## src/rtl/gray_counter_if.sv

```systemverilog
// Control/status bundle for gray_counter: the count controls in, and the registered
// binary count, Gray count and wrap pulse out.
interface gray_counter_if #(
    parameter int WIDTH = 4
);
    logic             en;
    logic             up;
    logic             load;
    logic [WIDTH-1:0] load_bin;
    logic [WIDTH-1:0] Nbin;
    logic [WIDTH-1:0] Ngray;
    logic             wrap;

    modport master (output en, up, load, load_bin, input Nbin, Ngray, wrap);
    modport slave  (input en, up, load, load_bin, output Nbin, Ngray, wrap);
endinterface

```

## src/rtl/gray_counter.sv

```systemverilog
// Up/down binary counter with a registered reflected-Gray copy and a wrap pulse.
// Define GRAY_COUNTER_SATURATE_EN to saturate at the ends instead of wrapping.
module gray_counter #(
    parameter int WIDTH = 4
) (
    input  logic          clock,
    input  logic          reset,
    gray_counter_if.slave bus
);
    localparam logic [WIDTH-1:0] MAXV = {WIDTH{1'b1}};

    logic [WIDTH-1:0] bin, gray, nxt;
    logic             wrap_q, nwrap;

    always_comb begin
        nxt   = bin;
        nwrap = 1'b0;
        if (bus.load) begin
            nxt = bus.load_bin;
        end else if (bus.en) begin
            if (bus.up) begin
                if (bin == MAXV) begin
                    nwrap = 1'b1;
`ifdef GRAY_COUNTER_SATURATE_EN
                    nxt   = bin;
`else
                    nxt   = '0;
`endif
                end else begin
                    nxt = bin + WIDTH'(1);
                end
            end else begin
                if (bin == '0) begin
                    nwrap = 1'b1;
`ifdef GRAY_COUNTER_SATURATE_EN
                    nxt   = bin;
`else
                    nxt   = MAXV;
`endif
                end else begin
                    nxt = bin - WIDTH'(1);
                end
            end
        end
    end

    // Gray is registered from the next binary value so it stays in step with bin
    // and is glitch-free at the output.
    always_ff @(posedge clock or posedge reset) begin
        if (reset) begin
            bin    <= '0;
            gray   <= '0;
            wrap_q <= 1'b0;
        end else begin
            bin    <= nxt;
            gray   <= nxt ^ (nxt >> 1);
            wrap_q <= nwrap;
        end
    end

    assign bus.Nbin  = bin;
    assign bus.Ngray = gray;
    assign bus.wrap  = wrap_q;
endmodule

```

## src/flat_wrapper.sv

```systemverilog
// flat-port wrapper written by rule: the top's interface ports become plain ports
module gray_counter_flat 
#(
    parameter int WIDTH = 4
)
  (clock, reset, bus_en, bus_up, bus_load, bus_load_bin, bus_Nbin, bus_Ngray, bus_wrap);
  gray_counter_if #(.WIDTH(WIDTH)) bus_i ();
  input  logic clock;
  input  logic reset;
  input wire logic [$bits(bus_i.en)-1:0] bus_en;
  input wire logic [$bits(bus_i.up)-1:0] bus_up;
  input wire logic [$bits(bus_i.load)-1:0] bus_load;
  input wire logic [$bits(bus_i.load_bin)-1:0] bus_load_bin;
  output wire logic [$bits(bus_i.Nbin)-1:0] bus_Nbin;
  output wire logic [$bits(bus_i.Ngray)-1:0] bus_Ngray;
  output wire logic [$bits(bus_i.wrap)-1:0] bus_wrap;
  assign bus_i.en = bus_en;
  assign bus_i.up = bus_up;
  assign bus_i.load = bus_load;
  assign bus_i.load_bin = bus_load_bin;
  assign bus_Nbin = bus_i.Nbin;
  assign bus_Ngray = bus_i.Ngray;
  assign bus_wrap = bus_i.wrap;
  gray_counter #(.WIDTH(WIDTH)) u_core (.clock(clock), .reset(reset), .bus(bus_i));
endmodule
```

## config.mk

```make
export PLATFORM = sky130hd
export DESIGN_NAME = gray_counter_flat
export DESIGN_NICKNAME = d
export VERILOG_FILES = /design/src/rtl/gray_counter_if.sv /design/src/rtl/gray_counter.sv /design/src/flat_wrapper.sv
export SDC_FILE = /design/constraint.sdc
export NUM_CORES = 1
export LEC_CHECK = 0
export CORE_AREA = 2 2 39 41
export CTS_CLUSTER_DIAMETER = 200
export DETAILED_ROUTE_END_ITERATION = 10
export DIE_AREA = 0 0 41 43
export GPL_TIMING_DRIVEN = 0
export PLACE_DENSITY_LB_ADDON = 0.1
export SYNTH_ARGS = -nofsm -noshare
export SYNTH_HDL_FRONTEND = slang
export SYNTH_SLANG_ARGS = --single-unit
```

## constraint.sdc

```tcl
create_clock -name clock -period 1.7 [get_ports clock]
set_input_delay 0.17 -clock clock [delete_from_list [all_inputs] [get_ports clock]]
set_output_delay 0.17 -clock clock [all_outputs]
set_load 0.005 [all_outputs]
```

==> impl_results.html <==
<table>
<tr><th>Metric</th><th>Value</th></tr>
<tr><th colspan="2">Synthesis</th></tr>
<tr><td>Leading area contributor after synthesis</td><td>dfrtp_1</td></tr>
<tr><td>Netlist cell types</td><td>29</td></tr>
<tr><td>Share of the yosys chip area belonging to registers</td><td>0.384</td></tr>
<tr><td>Biggest area contributors in the synthesized netlist</td><td>dfrtp_1, mux2i_1, a21oi_1</td></tr>
<tr><td>Synthesized netlist net count</td><td>66</td></tr>
<tr><td>Mean cell area of the mapped netlist</td><td>9.49 µm²</td></tr>
<tr><td>Cell with the most instances after synthesis</td><td>dfrtp_1</td></tr>
<tr><td>Main flop type after synthesis</td><td>dfrtp_1</td></tr>
<tr><td>Yosys warns</td><td>0</td></tr>
<tr><td>Synthesis-stage register bit count</td><td>8</td></tr>
<tr><td>Top post-synthesis cells by count</td><td>dfrtp_1, inv_1, a21oi_1</td></tr>
<tr><td>Synthesized area</td><td>between 500 and 600 µm²</td></tr>
<tr><td>Async set-or-reset flop fraction in the synthesized netlist</td><td>1.00</td></tr>
<tr><td>Synthesized instance count</td><td>55</td></tr>
<tr><td>Top-area cell type share of the netlist area</td><td>0.384</td></tr>
<tr><td>Count of flip-flops with a built-in enable after synthesis</td><td>0</td></tr>
<tr><th colspan="2">Final layout</th></tr>
<tr><td>Proportion of layout cells with a drive suffix above 1</td><td>0.158</td></tr>
<tr><td>Area taken by multi-input logic gates</td><td>297 µm²</td></tr>
<tr><td>Final Instance Area</td><td>754 µm²</td></tr>
<tr><td>Fill cell instance count of the final layout</td><td>150</td></tr>
<tr><td>Final Net Count</td><td>89</td></tr>
<tr><td>Register area</td><td>203 µm²</td></tr>
<tr><td>Layout overhead on the synthesized area</td><td>44.6%</td></tr>
<tr><td>N_diodes</td><td>0</td></tr>
<tr><th colspan="2">Critical path</th></tr>
<tr><td>Worst-case reg-to-reg path depth</td><td>5</td></tr>
<tr><td>Kind of critical path</td><td>reg2reg</td></tr>
<tr><td>Critical Path Sink Type</td><td>register</td></tr>
<tr><td>Critical Path Start</td><td>u_core.bus.Nbin[0]$_DFF_PP0_</td></tr>
<tr><td>Destination of the worst register-to-register timing path</td><td>u_core.bus.Nbin[3]$_DFF_PP0_</td></tr>
<tr><td>Origin of the critical flop-to-flop path</td><td>u_core.bus.Nbin[0]$_DFF_PP0_</td></tr>
<tr><td>Arrival time at the worst endpoint</td><td>1.74 ns</td></tr>
<tr><td>Critical Path Source Type</td><td>register</td></tr>
<tr><td>Worst reg-to-reg setup slack</td><td>0.09 ns</td></tr>
<tr><td>Required time of the worst setup path</td><td>between 1.5 and 2 ns</td></tr>
<tr><td>CP max FO</td><td>5</td></tr>
<tr><th colspan="2">Timing</th></tr>
<tr><td>Final Hold Vio Count</td><td>0</td></tr>
<tr><td>Final total negative setup slack</td><td>0 ns</td></tr>
<tr><td>Peak clock frequency supported by timing</td><td>620 MHz</td></tr>
<tr><td>Layout Skew</td><td>0.00517 ns</td></tr>
<tr><td>Max-slew headroom at the worst pin</td><td>0.719</td></tr>
<tr><td>Period utilisation layout</td><td>0.949</td></tr>
<tr><td>Setup repair after global routing missed its margin</td><td>no</td></tr>
<tr><td>Final Max Slew Viols</td><td>0</td></tr>
<tr><td>Final setup violation count</td><td>0</td></tr>
<tr><td>Worst Tran Pin Value</td><td>roughly 0.42 ns</td></tr>
<tr><td>Final worst-path setup slack</td><td>about 0.086 ns</td></tr>
<tr><td>Final worst path period need</td><td>1.61 ns</td></tr>
<tr><th colspan="2">Detailed routing</th></tr>
<tr><td>Wire length after detailed routing</td><td>about 1100 µm</td></tr>
<tr><td>Vias</td><td>about 470</td></tr>
<tr><td>ANT nets after route</td><td>0</td></tr>
<tr><td>WL per Instance</td><td>12.3 µm</td></tr>
<tr><td>Initial DRC Count</td><td>2</td></tr>
<tr><td>Post-route DRC violation count</td><td>0</td></tr>
<tr><td>Via density per instance</td><td>between 5 and 6</td></tr>
<tr><td>Number of detailed-route iterations in the first pass</td><td>3</td></tr>
<tr><th colspan="2">Die</th></tr>
<tr><td>Die span in x</td><td>41 µm</td></tr>
<tr><td>Effective utilization at floorplan</td><td>0.377</td></tr>
<tr><td>Die Outline Area</td><td>~1800 µm²</td></tr>
<tr><td>Die height</td><td>43 µm</td></tr>
<tr><td>Std cell rows</td><td>14</td></tr>
<tr><td>Area inside the core boundary</td><td>1380 µm²</td></tr>
<tr><td>Boundary Pins</td><td>18</td></tr>
<tr><th colspan="2">GRT</th></tr>
<tr><td>Number of global-route vias before repair</td><td>414</td></tr>
<tr><td>Number of antenna violations at the first check in global routing</td><td>0</td></tr>
<tr><td>Largest net degree at the start of global routing</td><td>11</td></tr>
<tr><td>Overall overflow remaining after global route</td><td>0</td></tr>
<tr><td>Global routing usage summed across all routing layers</td><td>0.159</td></tr>
<tr><td>Wire length of the first global-routing pass</td><td>1810 µm</td></tr>
<tr><th colspan="2">Clock tree</th></tr>
<tr><td>Total number of clock tree sinks</td><td>8</td></tr>
<tr><td>Maximum buffer depth of the clock tree</td><td>2</td></tr>
<tr><td>Num CTS Buffers</td><td>3</td></tr>
<tr><td>Cts-stage hold buffer count</td><td>0</td></tr>
<tr><td>Clock root buffer</td><td>clkbuf_4</td></tr>
<tr><td>Clock-pin slew reported for the worst setup and hold paths after clock tree synthesis</td><td>0.05 ns</td></tr>
<tr><td>Maximum level of the CTS H-tree</td><td>1</td></tr>
<tr><td>Insertion delay to the later sink of the worst-skew pair</td><td>0.25 ns</td></tr>
<tr><td>TritonCTS clock tree</td><td>yes</td></tr>
<tr><th colspan="2">Placed design</th></tr>
<tr><td>Post-DP HPWL</td><td>827 µm</td></tr>
<tr><td>Post-detailed-placement cell area</td><td>702 µm²</td></tr>
<tr><td>Post-place setup slack</td><td>-0.0602 ns</td></tr>
<tr><td>IO Port Bufs</td><td>16</td></tr>
<tr><td>Final weighted congestion in routability-driven placement</td><td>0.704</td></tr>
<tr><th colspan="2">Pwr</th></tr>
<tr><td>Leakage power of the design</td><td>0.319 nW</td></tr>
<tr><td>Worst supply voltage drop on vdd</td><td>0.619 mV</td></tr>
<tr><td>Clock group share of total power</td><td>0.207</td></tr>
<tr><td>Gate power share</td><td>0.398</td></tr>
<tr><td>Design internal power</td><td>0.475 mW</td></tr>
<tr><td>Net load switching power</td><td>0.196 mW</td></tr>
<tr><td>Power Density</td><td>888 nW/µm²</td></tr>
<tr><td>Switching power share of the total</td><td>0.292</td></tr>
<tr><td>Sequential fraction of design power</td><td>0.395</td></tr>
<tr><td>PnR Total Power</td><td>0.670 mW</td></tr>
<tr><th colspan="2">Run</th></tr>
<tr><td>Max-capacitance violation count</td><td>0</td></tr>
<tr><th colspan="2">Status</th></tr>
<tr><td>Status</td><td>complete, no violations</td></tr>
<tr><th colspan="2">Worst hold path</th></tr>
<tr><td>Class of the tightest hold or removal check</td><td>in2async</td></tr>
</table>
cell type report:
| type | instances | area share |
|---|---|---|
| Timing Repair Buffer | 18 | 0.232 |
| Inverter | 6 | 0.0299 |
| Sequential cell | 8 | 0.269 |
| Multi-Input combinational cell | 38 | 0.393 |
| Tap cell | 16 | 0.0265 |
| Buffer | 3 | 0.0199 |
| Clock buffer | 3 | 0.0299 |
cells by family after synthesis:
kind of cell | count (synthesis) | synth area share
compound gates | 12 | 0.153
xor+xnor | 3 | 0.0504
fa+ha+maj | 2 | 0.0480
buf+inv | 9 | 0.0720
flops | 8 | 0.384
mux | 4 | 0.0767
simple gates | 17 | 0.216
timing repair:
item,CTS,global route
endpoints found under the setup margin,3,6
hold endpoints to repair,0,0
pin swaps,0,2
resized for setup,1,4
buffers inserted,0,2
power groups by stage:
stage / clock network, mW / logic (mW) / registers, mW
2_1_floorplan: 0 / 0.126 / 0.265
3_3_place_gp: 0 / 0.245 / 0.269
3_5_place_dp: 0 / 0.247 / 0.271
4_1_cts: 0.147 / 0.248 / 0.268
5_1_grt: 0.157 / 0.298 / 0.269
6_report: 0.138 / 0.267 / 0.265
placed cells by master, fill, tap and decap left out, types with 2 or more instances in the layout:
cell	n
dfrtp_1	6
nor2b_1	2
buf_4	3
a21oi_1	5
clkbuf_4	3
dfrtp_2	2
mux2i_1	3
nand4_1	2
nor3b_1	3
clkbuf_1	2
clkdlybuf4s50_1	16
inv_1	6
xnor2_1	2
sequential cells by signal (all words and copies together) (netlist names):
signal / flops
u_core.bus.Nbin: 4
u_core.bus.Ngray: 3
u_core.bus.wrap: 1
worst max-delay path by stage:
stage	end	slack, ns
floorplan	u_core.bus.Ngray[0]$_DFF_PP0_	0.21
global placement	u_core.bus.Ngray[1]$_DFF_PP0_	-0.05
detailed placement	u_core.bus.Ngray[1]$_DFF_PP0_	-0.06
CTS	u_core.bus.Ngray[0]$_DFF_PP0_	0.008
global route	u_core.bus.Nbin[3]$_DFF_PP0_	0.008
finish	u_core.bus.Nbin[3]$_DFF_PP0_	0.09
per-layer routing:
metal  vias up  share of wire  track usage  wire length (µm)
met4         0         0.0071       0.0400                 8
met5         -              0            0                 0
met2        13           0.50        0.231               558
li1        241              -            -                 -
met3         2          0.060       0.0942                68
met1       209           0.44        0.194               491
critical path, stage by stage, from the launching register on:
cell and delay [ns]:
dfrtp_2 0.43, buf_4 0.16, or4b_1 0.47, o311ai_1 0.13, a211oi_1 0.15, nand2b_1 0.16
metrics by stage:
stage | cells | utilization | hold WS [ns]
final | 92 | 0.545 | 0.159
after global routing | 92 | 0.545 | 0.177
after CTS | 90 | 0.524 | 0.161
after detailed placement | 87 | 0.507 | 0.430
after global placement | 87 | 0.507 | 0.431
after floorplan | 55 | - | -0.0143
No activity file was read; power rests on OpenSTA's default activity.
